$ cat config.mk
export PLATFORM = sky130hd
export DESIGN_NAME = tl_a_fifo_flat
export DESIGN_NICKNAME = d
export VERILOG_FILES = /design/src/rtl/tilelink_pkg.sv /design/src/rtl/tl_a_intf.sv /design/src/rtl/tl_fifo_mem.sv /design/src/rtl/tl_a_fifo.sv /design/src/flat_wrapper.sv
export SDC_FILE = /design/constraint.sdc
export NUM_CORES = 1
export LEC_CHECK = 0
export BUFFER_PORTS_ARGS = -buffer_cell sky130_fd_sc_hd__buf_2
export CAP_MARGIN = 40
export CORE_MARGIN = 3
export CORE_UTILIZATION = 56
export DETAILED_ROUTE_END_ITERATION = 10
export PLACE_DENSITY = 0.78
export SETUP_SLACK_MARGIN = 0.1
export SLEW_MARGIN = 20
export SYNTH_ARGS = -nofsm -noshare
export SYNTH_HDL_FRONTEND = slang
export SYNTH_SLANG_ARGS = --single-unit
$ cat constraint.sdc
create_clock -name clock -period 5.31 [get_ports clock]
set_clock_uncertainty 0.05 [all_clocks]
set_input_delay 1.593 -clock clock [delete_from_list [all_inputs] [get_ports clock]]
set_output_delay 1.593 -clock clock [all_outputs]
set_load 0.05 [all_outputs]
$ cat src/rtl/tilelink_pkg.sv
// TL-UL A-channel types, widths and helpers shared by the A-channel buffer and its users.
package tilelink_pkg;

    localparam int TL_AW  = 32;
    localparam int TL_DW  = 32;
    localparam int TL_DBW = TL_DW / 8;
    localparam int TL_LGW = $clog2(TL_DBW);
    localparam int TL_SZW = 2;
    localparam int TL_AIW = 8;
    localparam int TL_PW  = 3;

    typedef enum logic [2:0] {
        PutFullData    = 3'h0,
        PutPartialData = 3'h1,
        Get            = 3'h4
    } tl_a_opcode_e;

    typedef struct packed {
        tl_a_opcode_e        opcode;
        logic [TL_PW-1:0]    param;
        logic [TL_SZW-1:0]   size;
        logic [TL_AIW-1:0]   source;
        logic [TL_AW-1:0]    address;
        logic [TL_DBW-1:0]   mask;
        logic [TL_DW-1:0]    data;
        logic                corrupt;
    } tl_a_beat_t;

    // Lanes covered by a naturally aligned 2^size-byte access; sizes wider than the bus cover all lanes.
    function automatic logic [TL_DBW-1:0] tl_a_lane_mask(input logic [TL_SZW-1:0] size,
                                                         input logic [TL_LGW-1:0] addr_lsbs);
        logic [TL_DBW-1:0] m;
        m = '0;
        for (int i = 0; i < TL_DBW; i++) begin
            if ((i >> size) == (int'(addr_lsbs) >> size)) m[i] = 1'b1;
        end
        return m;
    endfunction

endpackage

$ cat src/rtl/tl_a_intf.sv
// TL-UL A channel bundle: master drives valid and payload, slave drives ready.
interface tl_a_intf;
    import tilelink_pkg::*;

    logic                valid;
    logic                ready;
    tl_a_opcode_e        opcode;
    logic [TL_PW-1:0]    param;
    logic [TL_SZW-1:0]   size;
    logic [TL_AIW-1:0]   source;
    logic [TL_AW-1:0]    address;
    logic [TL_DBW-1:0]   mask;
    logic [TL_DW-1:0]    data;
    logic                corrupt;

    modport master (output valid, opcode, param, size, source, address, mask, data, corrupt,
                    input  ready);
    modport slave  (input  valid, opcode, param, size, source, address, mask, data, corrupt,
                    output ready);

endinterface

$ cat src/rtl/tl_fifo_mem.sv
// Beat storage for the A-channel buffer: one write port, read addressed by the registered read pointer.
module tl_fifo_mem #(
    parameter int DEPTH = 4,
    parameter int W     = 8,
    localparam int AW   = (DEPTH > 1) ? $clog2(DEPTH) : 1
) (
    input  logic          clock,
    input  logic          we,
    input  logic [AW-1:0] waddr,
    input  logic [W-1:0]  wdata,
    input  logic [AW-1:0] raddr,
    output logic [W-1:0]  rdata
);

    logic [W-1:0] mem [DEPTH];

    always_ff @(posedge clock) begin
        if (we) mem[waddr] <= wdata;
    end

    assign rdata = mem[raddr];

endmodule

$ cat src/rtl/tl_a_fifo.sv
// DEPTH-entry elastic buffer on a TL-UL A channel with occupancy status and a sticky protocol monitor.
// Define TL_A_FIFO_BYPASS_EN to let a beat cut through combinationally when the buffer is empty.
module tl_a_fifo
    import tilelink_pkg::*;
#(
    parameter int DEPTH     = 4,
    parameter int CHECK_ERR = 1
) (
    input  logic                       clock,
    input  logic                       reset,
    tl_a_intf.slave                    up,
    tl_a_intf.master                   dn,
    output logic [$clog2(DEPTH+1)-1:0] count,
    output logic                       full,
    output logic                       empty,
    output logic                       err,
    input  logic                       err_clr
);

    localparam int PW = (DEPTH > 1) ? $clog2(DEPTH) : 1;
    localparam int CW = $clog2(DEPTH + 1);

    logic [PW-1:0] wr_ptr, rd_ptr;
    tl_a_beat_t    up_beat, mem_beat, dn_beat;
    logic          push, bypass, wr_en, rd_en;

    function automatic logic [PW-1:0] ptr_inc(input logic [PW-1:0] p);
        return (p == PW'(DEPTH - 1)) ? '0 : p + PW'(1);
    endfunction

    assign full     = (count == CW'(DEPTH));
    assign empty    = (count == '0);
    assign up.ready = !full;
    assign push     = up.valid && !full;

    assign up_beat = '{opcode:  up.opcode,  param:   up.param,
                       size:    up.size,    source:  up.source,
                       address: up.address, mask:    up.mask,
                       data:    up.data,    corrupt: up.corrupt};

`ifdef TL_A_FIFO_BYPASS_EN
    assign bypass   = empty && up.valid && dn.ready;
    assign dn.valid = empty ? up.valid : 1'b1;
    assign dn_beat  = empty ? up_beat : mem_beat;
`else
    assign bypass   = 1'b0;
    assign dn.valid = !empty;
    assign dn_beat  = mem_beat;
`endif

    // A bypassed beat is consumed downstream in the same cycle, so it never touches storage.
    assign wr_en = push && !bypass;
    assign rd_en = !empty && dn.ready;

    assign dn.opcode  = dn_beat.opcode;
    assign dn.param   = dn_beat.param;
    assign dn.size    = dn_beat.size;
    assign dn.source  = dn_beat.source;
    assign dn.address = dn_beat.address;
    assign dn.mask    = dn_beat.mask;
    assign dn.data    = dn_beat.data;
    assign dn.corrupt = dn_beat.corrupt;

    tl_fifo_mem #(
        .DEPTH (DEPTH),
        .W     ($bits(tl_a_beat_t))
    ) u_mem (
        .clock (clock),
        .we    (wr_en),
        .waddr (wr_ptr),
        .wdata (up_beat),
        .raddr (rd_ptr),
        .rdata (mem_beat)
    );

    always_ff @(posedge clock or negedge reset) begin
        if (!reset) begin
            count  <= '0;
            wr_ptr <= '0;
            rd_ptr <= '0;
        end else begin
            if (wr_en) wr_ptr <= ptr_inc(wr_ptr);
            if (rd_en) rd_ptr <= ptr_inc(rd_ptr);
            case ({wr_en, rd_en})
                2'b10:   count <= count + CW'(1);
                2'b01:   count <= count - CW'(1);
                default: count <= count;
            endcase
        end
    end

    generate
        if (CHECK_ERR != 0) begin : g_mon
            logic             beat_bad;
            logic [TL_AW-1:0] align_mask;

            always_comb begin
                align_mask = (TL_AW'(1) << up.size) - TL_AW'(1);
                beat_bad   = 1'b0;
                if (up.param != '0) beat_bad = 1'b1;
                if (!(up.opcode inside {PutFullData, PutPartialData, Get})) beat_bad = 1'b1;
                if ((up.address & align_mask) != '0) beat_bad = 1'b1;
                if (up.opcode == PutFullData &&
                    up.mask != tl_a_lane_mask(up.size, up.address[TL_LGW-1:0])) beat_bad = 1'b1;
            end

            // Setting takes priority so a clear cannot hide an error arriving in the same cycle.
            always_ff @(posedge clock or negedge reset) begin
                if (!reset) begin
                    err <= 1'b0;
                end else if (push && beat_bad) begin
                    err <= 1'b1;
                end else if (err_clr) begin
                    err <= 1'b0;
                end
            end
        end else begin : g_nomon
            logic unused_err_clr;
            assign unused_err_clr = err_clr;
            assign err            = 1'b0;
        end
    endgenerate

endmodule

$ cat src/flat_wrapper.sv
// flat-port wrapper written by rule: the top's interface ports become plain ports
module tl_a_fifo_flat import tilelink_pkg::*;
#(
    parameter int DEPTH     = 4,
    parameter int CHECK_ERR = 1
)
  (clock, reset, count, full, empty, err, err_clr, up_valid, up_opcode, up_param, up_size, up_source, up_address, up_mask, up_data, up_corrupt, up_ready, dn_valid, dn_opcode, dn_param, dn_size, dn_source, dn_address, dn_mask, dn_data, dn_corrupt, dn_ready);
  tl_a_intf up_i ();
  tl_a_intf dn_i ();
  input  logic clock;
  input  logic reset;
  output logic [$clog2(DEPTH+1)-1:0] count;
  output logic full;
  output logic empty;
  output logic err;
  input  logic err_clr;
  input wire logic [$bits(up_i.valid)-1:0] up_valid;
  input wire logic [$bits(up_i.opcode)-1:0] up_opcode;
  input wire logic [$bits(up_i.param)-1:0] up_param;
  input wire logic [$bits(up_i.size)-1:0] up_size;
  input wire logic [$bits(up_i.source)-1:0] up_source;
  input wire logic [$bits(up_i.address)-1:0] up_address;
  input wire logic [$bits(up_i.mask)-1:0] up_mask;
  input wire logic [$bits(up_i.data)-1:0] up_data;
  input wire logic [$bits(up_i.corrupt)-1:0] up_corrupt;
  output wire logic [$bits(up_i.ready)-1:0] up_ready;
  output wire logic [$bits(dn_i.valid)-1:0] dn_valid;
  output wire logic [$bits(dn_i.opcode)-1:0] dn_opcode;
  output wire logic [$bits(dn_i.param)-1:0] dn_param;
  output wire logic [$bits(dn_i.size)-1:0] dn_size;
  output wire logic [$bits(dn_i.source)-1:0] dn_source;
  output wire logic [$bits(dn_i.address)-1:0] dn_address;
  output wire logic [$bits(dn_i.mask)-1:0] dn_mask;
  output wire logic [$bits(dn_i.data)-1:0] dn_data;
  output wire logic [$bits(dn_i.corrupt)-1:0] dn_corrupt;
  input wire logic [$bits(dn_i.ready)-1:0] dn_ready;
  assign up_i.valid = up_valid;
  assign up_i.opcode = up_opcode;
  assign up_i.param = up_param;
  assign up_i.size = up_size;
  assign up_i.source = up_source;
  assign up_i.address = up_address;
  assign up_i.mask = up_mask;
  assign up_i.data = up_data;
  assign up_i.corrupt = up_corrupt;
  assign up_ready = up_i.ready;
  assign dn_valid = dn_i.valid;
  assign dn_opcode = dn_i.opcode;
  assign dn_param = dn_i.param;
  assign dn_size = dn_i.size;
  assign dn_source = dn_i.source;
  assign dn_address = dn_i.address;
  assign dn_mask = dn_i.mask;
  assign dn_data = dn_i.data;
  assign dn_corrupt = dn_i.corrupt;
  assign dn_i.ready = dn_ready;
  tl_a_fifo #(.DEPTH(DEPTH), .CHECK_ERR(CHECK_ERR)) u_core (.clock(clock), .reset(reset), .up(up_i), .dn(dn_i), .count(count), .full(full), .empty(empty), .err(err), .err_clr(err_clr));
endmodule
==> metrics.md, run 1 <==
| Metric | Value |
|---|---|
| Hold Vio Cnt, Final | 0 |
| Post-Syn Area | 13000 um^2 |
| Post-synthesis area per instance | about 24 um^2 |
| Die H | 158 um |
| Number of max-cap violations | 0 |
| Die Area | 25100 um^2 |
| CTS tree | built |
| Via density | 5.85 |
| Post-placement cell count | about 990 |
| Crit path max-delay family | flip-flops |
| Chip Width | between 150 and 200 um |
| Clk sink count | 348 |
| Commonest non-fill, non-tap cell in the layout | edfxtp_1 |
| Hpwl dp | 15300 um |
| Post-CTS setup buffers | 0 |
| Root Buffer | clkbuf_16 |
| RSZ-0062 raised after global routing | no |
| Max frequency | about 230 MHz |
| CP endpoint | dn_data[1] |
| Period utilization | approximately four fifths |
| Drt drc | 0 |
| CTS HTree Levels | 2 |
| EDFF count, synth | 340 |
| Io pins | 183 |
| Layout Area Growth over Synthesis | 18.5% |
| Post-Route WL | between 20000 and 25000 um |
| Share of layout cells above drive strength 1 | 43.8% |
| Worst slew pin tran | 0.840 ns |
| Crit end category | output port |
| Largest net degree at the start of global routing | 59 |
| Critical path's slowest cell | dfrtp_4 |
| CP Launch Type | flip-flop |
| DR pass1 iterations | 5 |
| Critical Path RT | 3.67 ns |
| IO buf count | 182 |
| Primary FF master, synth | edfxtp_1 |
| R2r worst-path depth | 9 |
| Antenna-violating nets left | 0 |
| Starting Density | 57.2% |
| HP Class | flip-flop to flip-flop |
| Final setup viols | 0 |
| Power density over the cells | between 600 and 700 nW/um^2 |
| Initial antenna violation count | 4 |
| Max_slew headroom | 44.0% |
| Worst path arrival time | between 2 and 3 ns |
| Clk Latency, worst-skew pair | around 0.50 ns |
| DRT iter0 DRCs | approximately 470 |
| Status | complete, no violations |
| Leak Pwr | 0.00533 uW |
| Core Region | 22700 um^2 |
| Tmin final | 4.35 ns |
| Worst setup path category | flip-flop to output port |
| Seq cells post-synth | 348 |
| FF-to-FF setup slack | around 2.8 ns |
| Register area share after synthesis | between 80% and 90% |
| FF-to-FF End | u_core.count[2] |
| Crit-path max FO | 36 |
| Final cell count without fillers | 1056 |
| Async S/R FF share, synth | 2.30% |
| Net Count, Synth | 633 |
| Cts hold-fix bufs | 0 |
| Worst vdd ir | 0.639 mV |
| Tot GR Track Use | 20.1% |
| Nets | 842 |
| Crit path buf inv count | 2 |
| Most frequent cells in the layout | edfxtp_1, buf_2, mux4_2 |
| Synth Warn # | 0 |
| Pre-CTS WS | about 1.4 ns |
| First-pass GRT wire length | 37800 um |
| RR Startpoint | u_core.count[1] |
| Residual overflow from global routing | 0 |
| Vias in the first global route | 6686 |
| Worst-path clk slew | approximately 0.06 ns |
| Row cnt | 55 |
| WP depth | 3 |
| CP startpoint | u_core.rd_ptr[0] |
| Crit-path cells | buf_4 > mux4_2 > buf_2 |
| Final-report max-slew violation count | 0 |
| Synth Instances | 534 |
| Post-DR wirelength/cell | 23.5 um |
| Max incr delay on CP | 0.90 ns |
| CTS buffer count | 34 |
| Cts repair resizes | 0 |
| Placer Congestion | between 0.7 and 0.8 |
| Final worst slack | roughly 0.96 ns |
| Vias | 6182 |
| Longest Clk Path Bufs | 3 |
| Netlist cell types | 39 |
| Setup_tns | 0 ns |
-- cells by family after synthesis --
logic type	share of synthesized area (%)
and+or+nand+nor	1.69
muxes	14.8
xor gates and xnor gates	0.404
AOI/OAI and AO/OA	0.847
buffers and inverters	1.24
DFF	80.1
adders and majority gates	0.924
-- worst min path at each step --
stage | start | endpoint | slack, ns | cells after the start
floorplan | u_core.wr_ptr[0] | u_core.wr_ptr[0] | 0.52 | 2
global placement | u_core.count[2] | u_core.count[2] | 0.44 | 1
detailed placement | u_core.count[2] | u_core.count[2] | 0.47 | 1
CTS | u_core.count[2] | u_core.count[2] | 0.48 | 1
global route | u_core.count[2] | u_core.count[2] | 0.52 | 1
finish | u_core.count[2] | u_core.count[2] | 0.49 | 1
-- cell usage after synthesis (all sizes together) (3+ instances only) --
master | n | area, um^2
and3 | 6 | 37.5
buf | 15 | 85.1
clkbuf | 6 | 23.8
dfrtp | 8 | 200
edfxtp | 340 | 10200
ha | 8 | 100
inv | 14 | 52.6
mux4 | 85 | 1910
nand2 | 5 | 18.8
nor2 | 4 | 15.0
nor4 | 3 | 18.8
o21ai | 5 | 25.0
or4 | 3 | 26.3
xor2 | 4 | 35.0
-- metal layers --
| layer | wire [um] | vias to the layer above | global-route usage [%] |
|---|---|---|---|
| met2 | 12900 | 197 | 33.4 |
| met5 | 13 | - | 0 |
| met3 | 1350 | 49 | 4.16 |
| met4 | 633 | 2 | 6.64 |
| met1 | 9920 | 3242 | 27.1 |
| li1 | - | 2692 | - |
-- registers in the layout (all words and copies together), names as in the netlist --
name,flops
u_core.err,1
u_core.count,3
u_core.wr_ptr,2
u_core.u_mem.mem,340
u_core.rd_ptr,2
-- stage by stage --
step                utilization (%)  area (um^2)  total power, uW  hold WS [ns]
detailed placement             62.9        14300             7690         0.469
global placement               62.9        14300             7600         0.436
CTS                            67.8        15400            10100         0.480
finish                         67.8        15400             9940         0.489
floorplan                         -        13000             6810         0.519
global route                   67.8        15400            10400         0.518
-- layout make-up --
| cell class | count | area, um^2 |
|---|---|---|
| flip-flops and latches | 348 | 10400 |
| clock buffers | 44 | 952 |
| well taps | 285 | 357 |
| repair buffers | 194 | 1010 |
| clock inverters | 17 | 158 |
| diodes | 3 | 7.51 |
| fillers | 1419 | 7300 |
| multi-input cells | 151 | 2450 |
| inverters | 14 | 52.6 |
-- power by group --
group	total (uW)	internal, uW	leakage [uW]	switching [uW]
clock	2360	1410	0.000533	944
combinational	3680	1110	0.00159	2580
sequential	3910	3610	0.00321	297
total	9940	6130	0.00533	3820
-- worst register-to-register path, delay by kind of cell, from the launching register on --
kind                       cells  cell delay, ns
adders and majority gates      2            0.57
xor gates and xnor gates       2            0.34
buffers and inverters          2            0.15
DFF                            1            0.42
and+or+nand+nor                3            0.88
Note: power is estimated with default switching activity, not from simulation.
==> inputs of run 2 (changes only) <==
ABC_AREA = 1   (was not set)
CORE_UTILIZATION = 52   (was 56)
PLACE_DENSITY = 0.76   (was 0.78)
clock period = 3.78 ns   (was 5.31 ns; I/O delays follow)
==> metrics.md, run 2 <==
| Metric | Value |
|---|---|
| Root Buffer | clkbuf_16 (unchanged) |
| Synth area leader | edfxtp_1 (unchanged) |
| Residual overflow from global routing | 0 (unchanged) |
| Worst vdd ir | 0.709 mV (was 0.639 mV) |
| RSZ-0062 raised after global routing | no (unchanged) |
| Max frequency | 278 MHz |
| DRT iter0 DRCs | 796 (was 472) |
| Seq cells post-synth | 348 (unchanged) |
| Placer Congestion | 0.736 (was 0.778) |
| Vias in the first global route | 8442 (was 6686) |
| Async S/R FF share, synth | 2.30% (unchanged) |
| Number of fill cells | 1781 (was 1419) |
| Synth Warn # | 0 (unchanged) |
| Setup_tns | 0 ns (unchanged) |
| Largest net degree at the start of global routing | 173 (was 59) |
| Max_slew headroom | 45.4% (was 44.0%) |
| Number of max-cap violations | 0 (unchanged) |
| Io pins | 183 (unchanged) |
| Post-DP Area | 14700 um^2 (was 14300 um^2) |
| Worst slew pin tran | 0.819 ns (was 0.840 ns) |
| Post-Route WL | 28600 um (was 24800 um) |
| Most frequent cells in the layout | edfxtp_1, nor2_1, buf_2 (was edfxtp_1, buf_2, mux4_2) |
| Commonest non-fill, non-tap cell in the layout | edfxtp_1 (unchanged) |
| CP Launch Type | flip-flop (unchanged) |
| Longest Clk Path Bufs | 3 (unchanged) |
| Final-report max-slew violation count | 0 (unchanged) |
| Final Util | 64.0% (was 67.8%) |
| Primary FF master, synth | edfxtp_1 (unchanged) |
| Netlist cell types | 28 (was 39) |
| EDFF count, synth | 340 (unchanged) |
| Synth area leaders | edfxtp_1, o21ai_0, nor2_1 (was edfxtp_1, mux4_2, dfrtp_1) |
| Yosys top cell area share | 76.6% (was 78.5%) |
| Pre-CTS WS | 0.725 ns (was 1.43 ns) |
| Commonest cells post-synth | edfxtp_1, nor2_1, o21ai_0 (was edfxtp_1, mux4_2, inv_1) |
| Max incr delay on CP | 0.44 ns (was 0.90 ns) |
| Worst setup path category | flip-flop to output port (unchanged) |
| Post-synthesis area per instance | 14.0 um^2 (was 24.3 um^2) |
| Synth Instances | 949 (was 534) |
| Cell with the most instances after synthesis | edfxtp_1 (unchanged) |
| Critical path's slowest cell | dfrtp_4 (unchanged) |
| Crit-path max FO | 172 (was 36) |
| Die Area | 27600 um^2 (was 25100 um^2) |
| Via density | 5.62 (was 5.85) |
| Crit end category | output port (unchanged) |
| Tmin final | 3.60 ns |
| Post-CTS setup buffers | 0 (unchanged) |
| Starting Density | 53.9% (was 57.2%) |
| Crit-path cells | buf_12 > o21ai_0 > o22ai_1 > buf_2 (was buf_4 > mux4_2 > buf_2) |
| Clk sink count | 348 (unchanged) |
| Register area share after synthesis | 78.1% (was 80.1%) |
| Core Region | 24700 um^2 (was 22700 um^2) |
| Initial antenna violation count | 10 (was 4) |
| Cts hold-fix bufs | 0 (unchanged) |
| Layout Area Growth over Synthesis | 18.9% (was 18.5%) |
| Largest register FFs | 340 (unchanged) |
| Hold Vio Cnt, Final | 0 (unchanged) |
| Largest reg by FF count | u_core.u_mem.mem (unchanged) |
| Worst-path clk slew | 0.05 ns (was 0.06 ns) |
| Die H | 166 um (was 158 um) |
| Power density over the cells | 955 nW/um^2 (was 645 nW/um^2) |
| Chip Width | 166 um (was 158 um) |
| Hpwl dp | 16300 um (was 15300 um) |
| CTS tree | built (unchanged) |
| IO buf count | 182 (unchanged) |
| Period utilization | 95.2% |
| HP Class | input port to asynchronous set/reset pin (was flip-flop to flip-flop) |
| Worst path arrival time | 2.41 ns (was 2.70 ns) |
| Clk Latency, worst-skew pair | 0.50 ns (about the same) |
| Nets | 1227 (was 842) |
| First-pass GRT wire length | 44700 um (was 37800 um) |
| Post-Syn Area | 13300 um^2 (was 13000 um^2) |
| Row cnt | 57 (was 55) |
| Antenna-violating nets left | 0 (unchanged) |
| Leak Pwr | 0.00560 uW (was 0.00533 uW) |
| Vias | 8346 (was 6182) |
| Final setup viols | 0 (unchanged) |
| Share of layout cells above drive strength 1 | 22.7% (was 43.8%) |
| Critical Path RT | 2.60 ns (was 3.67 ns) |
| Status | complete, no violations (unchanged) |
| Net Count, Synth | 1048 (was 633) |
| DR pass1 iterations | 5 (unchanged) |
| Drt drc | 0 (unchanged) |
| Tot GR Track Use | 20.2% (was 20.1%) |
| CTS buffer count | 36 (was 34) |
| PnR Total Power | 15100 uW (was 9940 uW) |
| Top flop regs | u_core.u_mem.mem (340), u_core.count (3) (unchanged) |
| Final worst slack | 0.183 ns (was 0.964 ns) |
| CTS HTree Levels | 2 (unchanged) |
| Final instance area | 15800 um^2 (was 15400 um^2) |
| Post-DR wirelength/cell | 19.3 um (was 23.5 um) |
-- run 2: worst paths after layout --
path	startpoint	to	slack [ns]	cells after the start
worst max-delay path	u_core.rd_ptr[0]	dn_source[0]	0.18	4
worst min-delay path	reset	u_core.err	0.43	1
worst max register to register	u_core.count[1]	u_core.count[2]	1.65	9
worst min register to register	u_core.err	u_core.err	0.43	2
max in group asynchronous	reset	u_core.rd_ptr[0]	3.04	1
min in group clock	u_core.err	u_core.err	0.43	2
-- run 2: worst max-delay path, delay by kind of cell, from the launching register on --
| family | cells | cell delay (ns) |
|---|---|---|
| buf+inv | 2 | 0.74 |
| compound gates | 2 | 0.51 |
| flops | 1 | 0.44 |
-- run 2: kinds of logic after synthesis --
family	count (synthesis)	synth area share, %
flops	348	78.1
compound gates	267	10.8
fa+ha+maj	9	0.901
buf+inv	82	2.90
xor+xnor	2	0.131
simple gates	241	7.14
-- run 2: cell type report --
class	instances	area (um^2)	area share [%]
flip-flops and latches	348	10400	65.7
inverters	27	109	0.687
clock inverters	22	184	1.16
diodes	6	15.0	0.0948
clock buffers	42	945	5.96
well taps	324	405	2.56
repair buffers	196	1210	7.62
multi-input cells	519	2560	16.2
-- run 2: per-stage QoR --
| step | std cells | hold slack, ns |
|---|---|---|
| final | 1484 | 0.426 |
| after detailed placement | 1414 | 0.426 |
| after global routing | 1484 | 0.422 |
| after floorplan | 949 | 0.512 |
| after global placement | 1414 | 0.412 |
| after CTS | 1478 | 0.419 |
-- run 2: report_power, final --
part	switching, uW	internal (uW)
Sequential	220	5060
Combinational	5020	1480
Clock	1350	1990
Total	6580	8540
-- run 2: what timing repair did --
action / in CTS / in global routing
gates resized for setup: 0 / 1
endpoints found under the setup margin: 0 / 2
hold endpoints to repair: 0 / 0
-- run 2: per-layer routing --
layer	GRT usage [%]	vias to the layer above	share of wire [%]
li1	-	3901	-
met1	26.5	4095	41
met2	33.4	287	50
met3	3.98	55	6.4
met4	8.86	8	2.5
met5	0	-	0.13
==> inputs of run 3 (changes only) <==
PLACE_DENSITY = 0.82   (was 0.76)
==> metrics.md, run 3 (synthesis results as in run 2) <==
| Metric | Value |
|---|---|
| Hold slack final | 0.423 ns (was 0.426 ns) |
| Die H | 166 um (unchanged) |
| Crit path buf inv count | 3 (was 2) |
| Post-Route WL | 28800 um (was 28600 um) |
| FF-to-FF setup slack | 1.60 ns (was 1.65 ns) |
| FF-to-FF End | u_core.count[2] (unchanged) |
| Starting Density | 53.9% (unchanged) |
| Io pins | 183 (unchanged) |
| Vias in the first global route | 8274 (was 8442) |
| Max incr delay on CP | 0.61 ns (was 0.44 ns) |
| Tmin final | 3.46 ns (was 3.60 ns) |
| Tot GR Track Use | 20.4% (was 20.2%) |
| Initial antenna violation count | 0 (was 10) |
| Worst-path clk slew | 0.06 ns (was 0.05 ns) |
| Worst slew pin tran | 0.760 ns (was 0.819 ns) |
| Met3 Use GR | 3.83% (was 3.98%) |
| Crit-path max FO | 94 (was 172) |
| Commonest non-fill, non-tap cell in the layout | edfxtp_1 (unchanged) |
| Leak Pwr | 0.00559 uW (was 0.00560 uW) |
| Die Area | 27600 um^2 (unchanged) |
| Nets | 1229 (was 1227) |
| DR pass1 iterations | 5 (unchanged) |
| RR Startpoint | u_core.count[1] (unchanged) |
| Hold Vio Cnt, Final | 0 (unchanged) |
| GR Layer Usage met1 | 26.5% (about the same) |
| Crit-path cells | inv_4 > buf_12 > o21ai_0 > o22ai_1 > buf_2 (was buf_12 > o21ai_0 > o22ai_1 > buf_2) |
| CP Launch Type | flip-flop (unchanged) |
| Post-DP Area | 14800 um^2 (was 14700 um^2) |
| Antenna-violating nets left | 0 (unchanged) |
| Vias | 8356 (was 8346) |
| Cts hold-fix bufs | 0 (unchanged) |
| Via density | 5.65 (was 5.62) |
| Period utilization | 91.6% (was 95.2%) |
| GRT met2 Usage | 35.2% (was 33.4%) |
| Worst setup path category | flip-flop to output port (unchanged) |
| CTS HTree Levels | 2 (unchanged) |
| Crit path max-delay family | buffers and inverters (unchanged) |
| Core Region | 24700 um^2 (unchanged) |
| Worst vdd ir | 0.785 mV (was 0.709 mV) |
| Crit end category | output port (unchanged) |
| Max frequency | 289 MHz (was 278 MHz) |
| Drt drc | 0 (unchanged) |
| Largest register FFs | 340 (unchanged) |
| Share of layout cells above drive strength 1 | 22.4% (was 22.7%) |
| Clk Latency, worst-skew pair | 0.50 ns (about the same) |
| Post-DR wirelength/cell | 19.5 um (was 19.3 um) |
| Setup_tns | 0 ns (unchanged) |
| Largest net degree at the start of global routing | 95 (was 173) |
| Top flop regs | u_core.u_mem.mem (340), u_core.count (3) (unchanged) |
| Placer Congestion | 0.746 (was 0.736) |
| Residual overflow from global routing | 0 (unchanged) |
| Largest reg by FF count | u_core.u_mem.mem (unchanged) |
| Cts repair resizes | 0 (unchanged) |
| Most frequent cells in the layout | edfxtp_1, nor2_1, buf_2 (unchanged) |
| R2r worst-path depth | 9 (unchanged) |
| Longest Clk Path Bufs | 3 (unchanged) |
| GRT Max-Usage Layer | met2 (unchanged) |
| Post-placement cell count | 1416 (was 1414) |
| Power density over the cells | 955 nW/um^2 (about the same) |
| Chip Width | 166 um (unchanged) |
| Final setup viols | 0 (unchanged) |
| Number of max-cap violations | 0 (unchanged) |
| Worst path arrival time | 2.28 ns (was 2.41 ns) |
| CTS buffer count | 36 (unchanged) |
| Number of fill cells | 1740 (was 1781) |
| Row cnt | 57 (unchanged) |
| Status | complete, no violations (unchanged) |
| Max_slew headroom | 49.3% (was 45.4%) |
| Post-CTS setup buffers | 0 (unchanged) |
| CTS tree | built (unchanged) |
| Critical path's slowest cell | dfrtp_4 (unchanged) |
| Final instance area | 15800 um^2 (about the same) |
| HP Class | input port to asynchronous set/reset pin (unchanged) |
| Root Buffer | clkbuf_16 (unchanged) |
| IO buf count | 182 (unchanged) |
| DRT iter0 DRCs | 696 (was 796) |
| First-pass GRT wire length | 45100 um (was 44700 um) |
| Clk sink count | 348 (unchanged) |
| Final cell count without fillers | 1478 (was 1484) |
| RSZ-0062 raised after global routing | no (unchanged) |
| Final-report max-slew violation count | 0 (unchanged) |
| Critical Path RT | 2.60 ns (about the same) |
| Hpwl dp | 16500 um (was 16300 um) |
| Number of diodes | 0 (was 6) |
| Layout Area Growth over Synthesis | 18.7% (was 18.9%) |
[run 3: cell types whose count changed in the layout (fill, tap and decap cells not counted), moves of 4 or more]
cell	previous run	this run
clkbuf_1	5	13
diode_2	6	0
clkinv_1	11	6
buf_12	14	18
buf_2	177	173
[run 3: layout make-up]
class | instances | area (um^2) | area share [%]
timing repair buffer | 198 | 1280 | 8.08
multi-input combinational | 519 | 2560 | 16.2
clock inverter | 12 | 82.6 | 0.522
tap | 324 | 405 | 2.56
clock buffer | 50 | 975 | 6.16
inverter | 27 | 109 | 0.688
sequential | 348 | 10400 | 65.8
[run 3: how the worst max path moves through the flow]
stage	startpoint	to	slack (ns)	cells past startpoint
finish	u_core.rd_ptr[0]	dn_data[20]	0.32	5
global route	u_core.rd_ptr[1]	dn_data[1]	0.21	4
CTS	u_core.rd_ptr[0]	dn_data[20]	0.31	5
detailed placement	u_core.rd_ptr[0]	dn_data[20]	0.85	5
global placement	u_core.rd_ptr[0]	dn_data[20]	0.88	5
floorplan	u_core.count[0]	u_core.u_mem.mem[0][0]	-0.34	4
[run 3: per-stage QoR]
step | total power, uW | setup WS (ns) | util, %
final | 15100 | 0.317 | 64.0
after global routing | 15800 | 0.208 | 64.0
after CTS | 15200 | 0.313 | 64.0
after detailed placement | 12000 | 0.855 | 59.7
after global placement | 11900 | 0.882 | 59.7
after floorplan | 10100 | -0.340 | -
[run 3: metal layers]
metal	up-vias	wire length [um]
li1	3884	-
met1	4135	11700
met2	289	14600
met3	48	1870
met4	0	652
met5	-	0
[run 3: power breakdown]
group	internal (uW)	total, uW	switching, uW
clock	1860	3190	1330
sequential	5060	5280	216
combinational	1590	6640	5050
total	8520	15100	6590
